## config.mk

```make
export PLATFORM = sky130hd
export DESIGN_NAME = serial_digit_adder
export DESIGN_NICKNAME = d
export VERILOG_FILES = /design/src/rtl/serial_digit_adder_pkg.sv /design/src/rtl/serial_digit_adder_ripple.sv /design/src/rtl/serial_digit_adder.sv
export SDC_FILE = /design/constraint.sdc
export NUM_CORES = 1
export LEC_CHECK = 0
export ABC_CLOCK_PERIOD_IN_PS = 2800
export BUFFER_PORTS_ARGS = -buffer_cell sky130_fd_sc_hd__buf_4
export CORE_MARGIN = 3
export CORE_UTILIZATION = 50
export CTS_CLUSTER_DIAMETER = 40
export CTS_CLUSTER_SIZE = 12
export DETAILED_ROUTE_END_ITERATION = 6
export GPL_TIMING_DRIVEN = 0
export PLACE_DENSITY = 0.79
export SYNTH_ARGS = -nofsm -noshare
export SYNTH_HDL_FRONTEND = slang
export SYNTH_SLANG_ARGS = --single-unit
```

## constraint.sdc

```tcl
create_clock -name clk -period 2.8 [get_ports clk]
set_input_delay 0.14 -clock clk [delete_from_list [all_inputs] [get_ports clk]]
set_output_delay 0.14 -clock clk [all_outputs]
set_load 0.01 [all_outputs]
```

## src/rtl/serial_digit_adder_pkg.sv

```systemverilog
// Shared types and helpers for the digit-serial adder.
//   state_t     : controller states (IDLE, RUN)
//   full_add    : 1-bit full adder returning {carry, sum}
//   ndig_of     : number of digit cycles for a WIDTH/DIGIT pair
//   cnt_width   : digit-counter width, $clog2(ndig) with a floor of 1
package serial_digit_adder_pkg;

  typedef enum logic {
    IDLE,
    RUN
  } state_t;

  function automatic logic [1:0] full_add(input logic x, input logic y, input logic ci);
    return {(x & y) | (x & ci) | (y & ci), x ^ y ^ ci};
  endfunction

  function automatic int unsigned ndig_of(input int unsigned width, input int unsigned digit);
    return width / digit;
  endfunction

  function automatic int unsigned cnt_width(input int unsigned ndig);
    return (ndig <= 1) ? 1 : $clog2(ndig);
  endfunction

endpackage

```

## src/rtl/serial_digit_adder_ripple.sv

```systemverilog
// Combinational DIGIT-bit ripple adder built from the package full adder.
//   x, y : DIGIT-bit addends
//   ci   : carry in
//   s    : DIGIT-bit sum
//   co   : carry out of the top bit
module digit_ripple_adder
  import serial_digit_adder_pkg::*;
#(
  parameter int unsigned DIGIT = 2
) (
  input  logic [DIGIT-1:0] x,
  input  logic [DIGIT-1:0] y,
  input  logic             ci,
  output logic [DIGIT-1:0] s,
  output logic             co
);

  // Each stage owns its carry nets so the chain is not one self-referencing vector.
  for (genvar i = 0; i < DIGIT; i++) begin : g_bit
    logic cin_b;
    logic cout_b;
    if (i == 0) begin : g_first
      assign cin_b = ci;
    end else begin : g_next
      assign cin_b = g_bit[i-1].cout_b;
    end
    assign {cout_b, s[i]} = full_add(x[i], y[i], cin_b);
  end

  assign co = g_bit[DIGIT-1].cout_b;

endmodule

```

## src/rtl/serial_digit_adder.sv

```systemverilog
// Digit-serial adder/subtractor: operands captured on start, processed DIGIT
// bits per clock LSB first, result presented with a one-cycle done pulse.
//   clk, rst : clock, asynchronous active-high reset
//   start    : request, sampled only while idle
//   sub      : 0 = a+b+cin, 1 = a-b (cin ignored)
//   a, b, cin: operands, captured with start
//   busy     : operation in progress
//   done     : one-cycle pulse, result valid
//   sum, cout, ovf : last completed result, carry out, signed overflow
module serial_digit_adder
  import serial_digit_adder_pkg::*;
#(
  parameter int unsigned WIDTH = 8,
  parameter int unsigned DIGIT = 2
) (
  input  logic             clk,
  input  logic             rst,
  input  logic             start,
  input  logic             sub,
  input  logic [WIDTH-1:0] a,
  input  logic [WIDTH-1:0] b,
  input  logic             cin,
  output logic             busy,
  output logic             done,
  output logic [WIDTH-1:0] sum,
  output logic             cout,
  output logic             ovf
);

  localparam int unsigned NDIG = ndig_of(WIDTH, DIGIT);
  localparam int unsigned CW   = cnt_width(NDIG);
  localparam logic [CW-1:0] LAST = CW'(NDIG - 1);

  state_t           state, state_nx;
  logic [WIDTH-1:0] a_sr, b_sr, acc, acc_nx;
  logic             carry;
  logic [CW-1:0]    cnt;
  logic             msba, msbb;
  logic [DIGIT-1:0] ds;
  logic             dco;
  logic             last;

  digit_ripple_adder #(.DIGIT(DIGIT)) u_ripple (
    .x  (a_sr[DIGIT-1:0]),
    .y  (b_sr[DIGIT-1:0]),
    .ci (carry),
    .s  (ds),
    .co (dco)
  );

  assign last = (cnt == LAST);
  assign busy = (state == RUN);

  // New digit enters at the top; after NDIG shifts the accumulator is aligned.
  always_comb begin
    acc_nx = acc >> DIGIT;
    acc_nx[WIDTH-1 -: DIGIT] = ds;
  end

  always_comb begin
    state_nx = state;
    case (state)
      IDLE: if (start) state_nx = RUN;
      RUN:  if (last)  state_nx = IDLE;
      default: state_nx = IDLE;
    endcase
  end

  always_ff @(posedge clk or posedge rst) begin
    if (rst) state <= IDLE;
    else     state <= state_nx;
  end

  always_ff @(posedge clk or posedge rst) begin
    if (rst) begin
      a_sr  <= '0;
      b_sr  <= '0;
      acc   <= '0;
      carry <= 1'b0;
      cnt   <= '0;
      msba  <= 1'b0;
      msbb  <= 1'b0;
      sum   <= '0;
      cout  <= 1'b0;
      ovf   <= 1'b0;
      done  <= 1'b0;
    end else begin
      done <= 1'b0;
      case (state)
        IDLE: begin
          if (start) begin
            a_sr  <= a;
            b_sr  <= sub ? ~b : b;
            carry <= sub | cin;
            cnt   <= '0;
            msba  <= a[WIDTH-1];
            msbb  <= sub ? ~b[WIDTH-1] : b[WIDTH-1];
          end
        end
        RUN: begin
          a_sr  <= a_sr >> DIGIT;
          b_sr  <= b_sr >> DIGIT;
          acc   <= acc_nx;
          carry <= dco;
          cnt   <= cnt + CW'(1);
          if (last) begin
            sum  <= acc_nx;
            cout <= dco;
            ovf  <= (msba == msbb) && (acc_nx[WIDTH-1] != msba);
            done <= 1'b1;
          end
        end
        default: ;
      endcase
    end
  end

endmodule
```

==> flow_summary_export.csv, run 1 <==
group,metric,value,unit
logic_synthesis,syn-num-nets,175,
clock_network,tritoncts_clock_tree,"yes",
global_route,vias_in_the_first_global_route,1284,
clock_network,buffer_count_from_post_cts_setup_fixing,0,
clock_network,cts_repair_resize_count,0,
finish,finish.cell_count_without_fillers,237,
finish,antenna_cells,0,
critical_path,worst_setup_path_end_kind,"register",
hold_path,min_path_type,"input pin to register",
floorplanning,die_h,65.6,µm
detailed_routing,first_iter_violations,48,
place,place_inst,227,
logic_synthesis,synthesis.area,0.00177,mm²
timing,layout_worst_path_cycle_share,0.687,
floorplanning,io-pin-count,33,
logic_synthesis,netlist_top_cells_area,"sky130_fd_sc_hd__dfrtp_1 55%, sky130_fd_sc_hd__mux2i_1 7.9%, sky130_fd_sc_hd__o21ai_0 5.6%",
flow_run,timing.max_cap.violations,0,
place,place.gp.congestion,0.788,
timing,finalHoldViolations,0,
clock_network,max-clock-path-buffers,2,
clock_network,clk_pin_slew,0.13,ns
logic_synthesis,synth_top_area_share,0.550,
timing,setup_tns,0,ns
timing,final.setup_skew,0.0142,ns
logic_synthesis,synth_area_leader_cell,"sky130_fd_sc_hd__dfrtp_1",
critical_path,nature_of_the_critical_path_startpoint,"register",
global_route,grtUsageMet3,0.0564,
finish,fillCellCount,256,
clock_network,worst_skew_pair.late_latency,0.36,ns
global_route,globalRouteTotalUtil,0.182,
logic_synthesis,synthMostInstantiatedCell,"sky130_fd_sc_hd__dfrtp_1",
critical_path,criticalPathCategory,"register to register",
detailed_routing,vias,1216,
logic_synthesis,async_flop_share,1.00,
pwr,vdd_ir_drop_max,0.485,mV
finish,area_growth_syn_to_layout,23.0,%
logic_synthesis,synth_top_flop_cell,"sky130_fd_sc_hd__dfrtp_1",
detailed_routing,drt_drc_violations_left,0,
detailed_routing,detail_route.wl_per_cell,14.1,µm
global_route,global_route.usage.met1,0.214,
logic_synthesis,synth_commonest_cells,"39 x sky130_fd_sc_hd__dfrtp_1, 20 x sky130_fd_sc_hd__o21ai_0, 19 x sky130_fd_sc_hd__nand2_1",
floorplanning,fp.coreArea,0.00339,mm²
critical_path,critPathArrivalTime,2.22,ns
detailed_routing,post_drt_via_cell_ratio,5.13,
place,port-buffer-count,30,
floorplanning,die_w,65.6,µm
finish,final_nets,214,
clock_network,htree_num_levels,2,
timing,fmax,520,MHz
timing,worst_margin_pin_slew,0.786,ns
global_route,grt_pass1_wl,5.80,mm
finish,drive_above_1_share,0.319,
detailed_routing,tritonroute_pass_1_iters,4,
pwr,power.leakage,0.00106,µW
critical_path,worst-endpoint-required,3.10,ns
clock_network,clockRootBuffer,"sky130_fd_sc_hd__clkbuf_4",
timing,report.final.setup_viol,0,
timing,slew_headroom,0.475,
detailed_routing,route.final.wire_length,3.34,mm
timing,timing.final.max_slew_violations,0,
detailed_routing,drt.antenna.violating_nets,0,
critical_path,timing.reg2reg.setup_slack,0.88,ns
pwr,p_per_area,1050,mW/mm²
logic_synthesis,synth.ff_latch_count,39,
logic_synthesis,cells_after_synth,151,
global_route,global_route.peak_usage_layer,"met2",
clock_network,cts_made_buffers,5,
timing,post-route-min-period,1.92,ns
logic_synthesis,number_of_warnings_printed_during_yosys_synthesis,0,
status,outcome,"complete, no violations",
logic_synthesis,syn_avg_cell_area,11.7,µm²
place,place_hpwl,2.45,mm
clock_network,post_cts_hold_buffer_count,1,
floorplanning,row_cnt,21,
global_route,number_of_antenna_violations_at_the_first_check_in_global_routing,0,
logic_synthesis,seq_area_frac_synth,0.550,
timing,rsz0062_at_grt,"no",
global_route,global_route.usage.met2,0.310,
clock_network,cts.sink_count,39,
logic_synthesis,netlist-cell-type-count,26,
logic_synthesis,synth-edff-count,0,
global_route,pin_count_of_the_biggest_net_entering_global_routing,40,
floorplanning,initial_utilization,0.523,
floorplanning,die_area,0.00430,mm²
global_route,gr-total-overflow,0,
critical_path,worst-path-max-fanout,4,
==> critical path: stages (launching register included) <==
cell and delay [ns]:
sky130_fd_sc_hd__dfrtp_1 0.37, sky130_fd_sc_hd__inv_1 0.06, sky130_fd_sc_hd__fa_1 0.43, sky130_fd_sc_hd__fa_1 0.51, sky130_fd_sc_hd__or3_1 0.33, sky130_fd_sc_hd__a31oi_1 0.16
==> layout make-up <==
| cell class | instances | area [µm²] | area share |
|---|---|---|---|
| buffer | 10 | 85.1 | 0.0390 |
| sequential | 39 | 976 | 0.447 |
| clock buffer | 5 | 37.5 | 0.0172 |
| clock inverter | 3 | 67.6 | 0.0310 |
| timing repair buffer | 32 | 245 | 0.112 |
| multi-input combinational | 94 | 683 | 0.313 |
| inverter | 8 | 30.0 | 0.0138 |
| tap | 46 | 57.6 | 0.0264 |
==> path summary, 6_finish.rpt <==
kind,from,to,cells past startpoint
max reg2reg,a_sr[0],ovf,5
max in group asynchronous,rst,acc[6],3
min reg2reg,b_sr[2],b_sr[0],2
min in group asynchronous,rst,sum[4],3
max,a_sr[0],ovf,5
min,b[6],b_sr[6],3
==> per-layer routing <==
layer / wire length [µm] / up-vias
met5: 0 / -
li1: - / 578
met4: 56 / 0
met2: 1680 / 37
met3: 198 / 7
met1: 1400 / 594
==> state kept, by name, indices dropped and copies added, names as in the netlist <==
name   flops
done       1
a_sr       8
acc        6
sum        8
b_sr       8
cout       1
cnt        2
busy       1
ovf        1
msbb       1
carry      1
msba       1
==> placed cells by master (no fill, tap or decap), drive strengths merged, types with 2 or more instances in the layout <==
cell type / instances
a211oi: 2
bufinv: 2
mux2i: 14
dfrtp: 39
nand2: 20
o21ai: 20
xor2: 6
mux2: 11
nor2: 7
a21oi: 3
xnor2: 2
nand2b: 2
fa: 2
buf: 39
dlygate4sd3: 2
inv: 8
clkbuf: 6
==> power by group <==
part	internal, µW	switching (µW)
Combinational	442	419
Clock	277	198
Sequential	817	148
Total	1540	765
==> logic make-up after synthesis <==
kind of cell    count (synthesis)  share of synthesized area
compound gates                 27                     0.0818
xor+xnor                        8                     0.0395
fa+ha+maj                       3                     0.0296
buf+inv                        18                     0.0649
flops                          39                      0.550
mux                            25                      0.155
simple gates                   31                     0.0790
==> through the flow <==
step | cell area [µm²] | setup slack, ns | utilization | hold WS, ns | power (µW)
2_1_floorplan | 1770 | 0.995 | - | 0.290 | 1530
3_3_place_gp | 2060 | 0.905 | 0.607 | 0.385 | 1790
3_5_place_dp | 2060 | 0.889 | 0.607 | 0.351 | 1850
4_1_cts | 2170 | 0.867 | 0.641 | 0.0147 | 2320
5_1_grt | 2180 | 0.810 | 0.644 | 0.0500 | 2470
6_report | 2180 | 0.878 | 0.644 | 0.0549 | 2300
No activity file was read; power rests on OpenSTA's default activity.
==> run 2, diff against run 1 <==
--- a/config.mk
+++ b/config.mk
@@ -5,15 +5,16 @@
 export SDC_FILE = /design/constraint.sdc
 export NUM_CORES = 1
 export LEC_CHECK = 0
-export ABC_CLOCK_PERIOD_IN_PS = 2800
+export ABC_AREA = 1
+export ABC_CLOCK_PERIOD_IN_PS = 1700
 export BUFFER_PORTS_ARGS = -buffer_cell sky130_fd_sc_hd__buf_4
 export CORE_MARGIN = 3
-export CORE_UTILIZATION = 50
+export CORE_UTILIZATION = 49
 export CTS_CLUSTER_DIAMETER = 40
 export CTS_CLUSTER_SIZE = 12
 export DETAILED_ROUTE_END_ITERATION = 6
 export GPL_TIMING_DRIVEN = 0
-export PLACE_DENSITY = 0.79
+export PLACE_DENSITY = 0.81
 export SYNTH_ARGS = -nofsm -noshare
 export SYNTH_HDL_FRONTEND = slang
 export SYNTH_SLANG_ARGS = --single-unit
==> constraint.sdc (replaced) <==
create_clock -name clk -period 1.7 [get_ports clk]
set_input_delay 0.085 -clock clk [delete_from_list [all_inputs] [get_ports clk]]
set_output_delay 0.085 -clock clk [all_outputs]
set_load 0.01 [all_outputs]
==> flow_summary_export.csv, run 2 <==
group,metric,value,unit
floorplanning,die_h,65.8,µm
detailed_routing,route.final.wire_length,3.57,mm
finish,finish.cell_count_without_fillers,302,
pwr,total_power,3300,µW
floorplanning,row_cnt,21,
logic_synthesis,synth-edff-count,0,
logic_synthesis,synthMostInstantiatedCell,"sky130_fd_sc_hd__nand2_1",
logic_synthesis,async_flop_share,1.00,
floorplanning,io-pin-count,33,
global_route,gr-total-overflow,0,
timing,final.setup_skew,0.00845,ns
floorplanning,die_w,65.8,µm
logic_synthesis,syn-num-nets,227,
place,place_inst,281,
pwr,clkPwrFrac,0.136,
logic_synthesis,netlist_top_cells_area,"sky130_fd_sc_hd__dfrtp_1 56%, sky130_fd_sc_hd__nand2_1 18%, sky130_fd_sc_hd__nand3_1 6.3%",
finish,mostFrequentLayoutCells,"81 x sky130_fd_sc_hd__nand2_1, 39 x sky130_fd_sc_hd__dfrtp_1, 38 x sky130_fd_sc_hd__buf_4, 22 x sky130_fd_sc_hd__nand3_1, 19 x sky130_fd_sc_hd__inv_1",
finish,drive_above_1_share,0.238,
floorplanning,fp.coreArea,0.00339,mm²
global_route,grt_pass1_wl,6.29,mm
timing,slew_headroom,0.467,
logic_synthesis,cells_after_synth,203,
clock_network,tritoncts_clock_tree,"yes",
critical_path,worst_r2r_path_depth,7,
floorplanning,initial_utilization,0.517,
logic_synthesis,synth_area_leader_cell,"sky130_fd_sc_hd__dfrtp_1",
timing,post-route-min-period,1.67,ns
logic_synthesis,synth_commonest_cells,"82 x sky130_fd_sc_hd__nand2_1, 39 x sky130_fd_sc_hd__dfrtp_1, 22 x sky130_fd_sc_hd__inv_1, 22 x sky130_fd_sc_hd__nand3_1, 10 x sky130_fd_sc_hd__o21ai_1",
timing,worst_slack,0.0284,ns
critical_path,nature_of_the_critical_path_startpoint,"register",
hold_path,min_path_cells,4,
logic_synthesis,number_of_warnings_printed_during_yosys_synthesis,0,
critical_path,endpoint_of_the_worst_register_to_register_path,"ovf",
detailed_routing,vias,1450,
critical_path,criticalPathCategory,"register to register",
detailed_routing,first_iter_violations,120,
hold_path,timing.hold.worst.start,"b[6]",
critical_path,crit-reg2reg-launch,"a_sr[0]",
floorplanning,die_area,0.00433,mm²
pwr,vdd_ir_drop_max,0.512,mV
pwr,combPwrFrac,0.415,
critical_path,worst_setup_path_end_kind,"register",
logic_synthesis,synth_top_flop_cell,"sky130_fd_sc_hd__dfrtp_1",
timing,setup_tns,0,ns
global_route,pin_count_of_the_biggest_net_entering_global_routing,40,
timing,worst_margin_pin_slew,0.798,ns
timing,report.final.setup_viol,0,
critical_path,path_cells,"inv_2 -> fa_2 -> fa_2 -> nand2_2 -> nand2_1 -> nand3_1 -> nand2_1",
pwr,power.leakage,0.00118,µW
critical_path,critPathArrivalTime,1.95,ns
detailed_routing,tritonroute_pass_1_iters,4,
place,place.gp.congestion,0.790,
clock_network,max-clock-path-buffers,2,
detailed_routing,drt.antenna.violating_nets,0,
detailed_routing,drt_drc_violations_left,0,
finish,area_growth_syn_to_layout,27.3,%
hold_path,min_path_type,"input pin to register",
critical_path,cp_slowest_cell,"sky130_fd_sc_hd__fa_2",
timing,fmax,598,MHz
global_route,globalRouteTotalUtil,0.194,
pwr,power.sequential.fraction,0.449,
logic_synthesis,netlist-cell-type-count,18,
global_route,vias_in_the_first_global_route,1340,
critical_path,worst-path-max-fanout,4,
logic_synthesis,synth.ff_latch_count,39,
logic_synthesis,seq_area_frac_synth,0.557,
global_route,number_of_antenna_violations_at_the_first_check_in_global_routing,0,
pwr,power_switching_share,0.367,
clock_network,clockRootBuffer,"sky130_fd_sc_hd__clkbuf_4",
place,port-buffer-count,32,
place,place_worst_setup_slack,-0.0430,ns
place,place_hpwl,2.45,mm
clock_network,worst_skew_pair.late_latency,0.34,ns
detailed_routing,post_drt_via_cell_ratio,4.80,
clock_network,cts.sink_count,39,
critical_path,timing.reg2reg.setup_slack,0.03,ns
flow_run,timing.max_cap.violations,0,
timing,timing.final.max_slew_violations,0,
logic_synthesis,synth_top_area_share,0.557,
timing,finalHoldViolations,0,
finish,mostFrequentLayoutCell,"sky130_fd_sc_hd__nand2_1",
critical_path,worst-endpoint-required,1.98,ns
pwr,internal-power,2090,µW
clock_network,clk_pin_slew,0.11,ns
pwr,p_per_area,1480,mW/mm²
detailed_routing,detail_route.wl_per_cell,11.8,µm
logic_synthesis,synthesis.area,0.00175,mm²
hold_path,holdPathEnd,"b_sr[6]",
logic_synthesis,syn_avg_cell_area,8.63,µm²
status,outcome,"complete, no violations",
timing,rsz0062_at_grt,"yes",
finish,biggestRegsByFlops,"a_sr x8, b_sr x8, sum x8",
finish,antenna_cells,0,
critical_path,largest_stage_delay_on_the_critical_path,0.57,ns
timing,layout_worst_path_cycle_share,0.983,
clock_network,htree_num_levels,2,
critical_path,worst_setup_path_startpoint,"a_sr[0]",
pwr,net-switching-power,1210,µW
clock_network,cts_made_buffers,5,
finish,final_nets,279,
## run 2: cell types whose count changed after synthesis, sizes merged, moves of 2 or more
cell	previous run	this run
mux2i	14	0
nand2b	2	0
mux2	11	0
or2	0	2
nand2	20	83
xor2	6	0
a211oi	2	0
a21oi	3	0
inv	8	24
nand3	1	22
nor2	7	3
xnor2	2	0
## run 2: power groups by stage
stage | logic (µW) | registers [µW] | clock network [µW]
after floorplan | 786 | 1510 | 0
after global placement | 1200 | 1480 | 0
after detailed placement | 1260 | 1500 | 0
after CTS | 1350 | 1480 | 454
after global routing | 1550 | 1530 | 503
final | 1370 | 1480 | 448
## run 2: layout make-up
| class | count | area (µm²) |
|---|---|---|
| Fill cell | 277 | 1160 |
| Sequential cell | 39 | 976 |
| Multi-Input combinational cell | 132 | 627 |
| Timing Repair Buffer | 45 | 363 |
| Inverter | 24 | 90.1 |
| Buffer | 8 | 66.3 |
| Tap cell | 46 | 57.6 |
| Clock buffer | 7 | 45.0 |
| Clock inverter | 1 | 5.00 |
## run 2: cell families (layout without fill, tap and decap cells)
kind of cell / count (synthesis) / after routing / share of synthesized area
and+or+nand+nor: 110 / 110 / 0.269
DFF: 39 / 39 / 0.557
buffers and inverters: 32 / 85 / 0.0893
AOI/OAI and AO/OA: 19 / 19 / 0.0543
adders and majority gates: 3 / 3 / 0.0300
## run 2: how the worst max path moves through the flow
stage | end | slack, ns | cells past startpoint
2_1_floorplan | ovf | 0.08 | 6
3_3_place_gp | ovf | 0.003 | 6
3_5_place_dp | ovf | -0.04 | 6
4_1_cts | ovf | -0.01 | 7
5_1_grt | ovf | -0.04 | 7
6_report | ovf | 0.03 | 7
## run 2: through the flow
step	area, µm²	utilization	hold slack, ns
global route	2230	0.658	0.0369
detailed placement	2050	0.605	0.282
floorplan	1750	-	0.195
finish	2230	0.658	0.0169
CTS	2220	0.654	0.0184
global placement	2050	0.605	0.279
## run 2: worst max-delay path: cells and delay by family, from the launching register on
family,cells,cell delay [ns]
and+or+nand+nor,4,0.23
DFF,1,0.38
adders and majority gates,2,0.95
buffers and inverters,1,0.05
## run 2: metal layers
metal,part of all wire,wire length [µm],global-route usage,vias to the layer above
met2,0.49,1730,0.314,38
met4,0.013,48,0.0389,0
met1,0.45,1590,0.257,677
met5,0,0,0,-
li1,-,-,-,728
met3,0.054,194,0.0612,7
## run 2: repair_timing
action,in CTS,in global routing
hold endpoints to repair,48,0
endpoints found under the setup margin,1,2
hold buffers,10,0
pin swaps,1,1
gates resized for setup,3,3
setup buffers,2,1
==> run 3, diff against run 2 <==
--- a/config.mk
+++ b/config.mk
@@ -8,13 +8,14 @@
 export ABC_AREA = 1
 export ABC_CLOCK_PERIOD_IN_PS = 1700
 export BUFFER_PORTS_ARGS = -buffer_cell sky130_fd_sc_hd__buf_4
-export CORE_MARGIN = 3
-export CORE_UTILIZATION = 49
+export CORE_MARGIN = 5
+export CORE_UTILIZATION = 50
+export CTS_BUF_LIST = sky130_fd_sc_hd__clkbuf_2 sky130_fd_sc_hd__clkbuf_4 sky130_fd_sc_hd__clkbuf_8
 export CTS_CLUSTER_DIAMETER = 40
 export CTS_CLUSTER_SIZE = 12
 export DETAILED_ROUTE_END_ITERATION = 6
 export GPL_TIMING_DRIVEN = 0
-export PLACE_DENSITY = 0.81
+export PLACE_DENSITY = 0.82
 export SYNTH_ARGS = -nofsm -noshare
 export SYNTH_HDL_FRONTEND = slang
 export SYNTH_SLANG_ARGS = --single-unit
==> flow_summary_export.csv, run 3 (synthesized netlist as in run 2, its figures left out) <==
group,metric,value,unit
status,outcome,"finished with violations",
status,failed_checks,"setup timing",
floorplanning,fp.coreArea,0.00336,mm²
hold_path,min_path_cells,4,
timing,slew_headroom,0.469,
floorplanning,io-pin-count,33,
critical_path,criticalPathCategory,"register to register",
finish,finish.cell_count_without_fillers,301,
detailed_routing,post_drt_via_cell_ratio,4.66,
finish,final_nets,278,
place,place_worst_setup_slack,-0.116,ns
detailed_routing,first_iter_violations,84,
pwr,power.leakage,0.00119,µW
clock_network,tritoncts_clock_tree,"yes",
timing,report.final.setup_viol,1,
global_route,globalRouteTotalUtil,0.157,
timing,rsz0062_at_grt,"yes",
finish,mostFrequentLayoutCell,"sky130_fd_sc_hd__nand2_1",
floorplanning,initial_utilization,0.521,
detailed_routing,vias,1402,
detailed_routing,drt_drc_violations_left,0,
pwr,p_per_area,1530,mW/mm²
pwr,clkPwrFrac,0.186,
detailed_routing,detail_route.wl_per_cell,11.6,µm
critical_path,nature_of_the_critical_path_startpoint,"register",
pwr,net-switching-power,1210,µW
place,place_inst,281,
global_route,grt_pass1_wl,6.15,mm
place,place_hpwl,2.49,mm
place,port-buffer-count,32,
finish,area_growth_syn_to_layout,28.6,%
detailed_routing,tritonroute_pass_1_iters,4,
critical_path,worst_r2r_path_depth,7,
clock_network,clockRootBuffer,"sky130_fd_sc_hd__clkbuf_4",
critical_path,worst_setup_path_end_kind,"register",
timing,layout_worst_path_cycle_share,1.00,
pwr,power.sequential.fraction,0.430,
detailed_routing,route.final.wire_length,3.50,mm
pwr,power_switching_share,0.350,
critical_path,critPathArrivalTime,2.00,ns
floorplanning,die_w,69.2,µm
global_route,gr-total-overflow,0,
clock_network,cts.sink_count,39,
detailed_routing,drt.antenna.violating_nets,0,
hold_path,min_path_type,"input pin to register",
finish,post-route-util,0.670,
timing,fmax,587,MHz
pwr,combPwrFrac,0.383,
global_route,vias_in_the_first_global_route,1386,
timing,setup_tns,-0.00350,ns
global_route,pin_count_of_the_biggest_net_entering_global_routing,40,
floorplanning,die_h,69.2,µm
clock_network,max-clock-path-buffers,2,
pwr,vdd_ir_drop_max,0.596,mV
critical_path,worst-path-max-fanout,4,
flow_run,timing.max_cap.violations,0,
finish,drive_above_1_share,0.231,
timing,finalHoldViolations,0,
finish,biggestRegsByFlops,"a_sr x8, b_sr x8, sum x8",
clock_network,cts_made_buffers,5,
clock_network,worst_skew_pair.late_latency,0.34,ns
finish,antenna_cells,0,
floorplanning,row_cnt,21,
global_route,number_of_antenna_violations_at_the_first_check_in_global_routing,0,
timing,post-route-min-period,1.70,ns
timing,final.setup_skew,0.00852,ns
timing,worst_margin_pin_slew,0.796,ns
clock_network,clk_pin_slew,0.11,ns
floorplanning,die_area,0.00479,mm²
timing,timing.final.max_slew_violations,0,
finish,mostFrequentLayoutCells,"82 x sky130_fd_sc_hd__nand2_1, 39 x sky130_fd_sc_hd__dfrtp_1, 37 x sky130_fd_sc_hd__buf_4, 22 x sky130_fd_sc_hd__nand3_1, 20 x sky130_fd_sc_hd__inv_1",
clock_network,htree_num_levels,2,
pwr,internal-power,2240,µW
critical_path,worst-endpoint-required,1.99,ns
place,place.gp.congestion,0.820,
timing,worst_slack,-0.00350,ns
run 3: cell types whose count changed in the layout (fill, tap and decap cells not counted):
| cell | delta |
|---|---|
| sky130_fd_sc_hd__buf_4 | -1 |
| sky130_fd_sc_hd__bufinv_16 | +1 |
| sky130_fd_sc_hd__clkbuf_1 | -2 |
| sky130_fd_sc_hd__clkbuf_8 | +1 |
| sky130_fd_sc_hd__fa_1 | +1 |
| sky130_fd_sc_hd__fa_2 | -1 |
| sky130_fd_sc_hd__inv_1 | +1 |
| sky130_fd_sc_hd__inv_2 | -1 |
| sky130_fd_sc_hd__nand2_1 | +1 |
| sky130_fd_sc_hd__nand2_2 | -1 |
run 3: what timing repair did:
| action | CTS | global route |
|---|---|---|
| hold buffers | 10 | 0 |
| resized for setup | 3 | 0 |
| cloned | 0 | 0 |
| buffers inserted | 2 | 0 |
| hold endpoints to repair | 49 | 0 |
| pin swaps | 2 | 1 |
| endpoints found under the setup margin | 2 | 3 |
run 3: cell type report:
| cell class | count | area, µm² |
|---|---|---|
| fillers | 315 | 1110 |
| flip-flops and latches | 39 | 976 |
| multi-input cells | 132 | 622 |
| repair buffers | 44 | 355 |
| inverters | 24 | 90.1 |
| plain buffers | 8 | 66.3 |
| well taps | 46 | 57.6 |
| clock buffers | 6 | 51.3 |
| clock inverters | 2 | 35.0 |
run 3: power groups by stage:
stage	registers [µW]	logic, µW	clock network [µW]
floorplan	1510	786	0
global placement	1480	1190	0
detailed placement	1500	1250	0
CTS	1480	1340	654
global route	1530	1510	689
finish	1490	1320	644
run 3: path summary, 6_finish.rpt:
kind	from	endpoint	slack (ns)
max in group asynchronous	rst	b_sr[4]	0.75
worst min register to register	b_sr[6]	b_sr[6]	0.49
worst max-delay path	carry	ovf	-0.003
worst min-delay path	b[6]	b_sr[6]	0.01
worst max register to register	carry	ovf	-0.003
min in group asynchronous	rst	acc[2]	0.45
run 3: critical path, stage by stage (launching register included):
cell	delay [ns]
sky130_fd_sc_hd__dfrtp_1	0.38
sky130_fd_sc_hd__inv_2	0.05
sky130_fd_sc_hd__fa_2	0.39
sky130_fd_sc_hd__fa_1	0.56
sky130_fd_sc_hd__nand2_1	0.08
sky130_fd_sc_hd__nand2_1	0.06
sky130_fd_sc_hd__nand3_1	0.08
sky130_fd_sc_hd__nand2_1	0.07
run 3: through the flow:
stage / power, µW / area (µm²) / hold slack [ns]
floorplan: 2300 / 1750 / 0.195
global placement: 2680 / 2050 / 0.278
detailed placement: 2750 / 2050 / 0.284
CTS: 3480 / 2250 / 0.00147
global route: 3730 / 2250 / 0.0322
finish: 3450 / 2250 / 0.0106
run 3: layer usage:
metal,vias to the layer above,global-route usage,share of wire
met3,4,0.0464,0.061
li1,723,-,-
met5,-,0,0
met2,33,0.249,0.46
met4,0,0.0586,0.012
met1,642,0.203,0.47
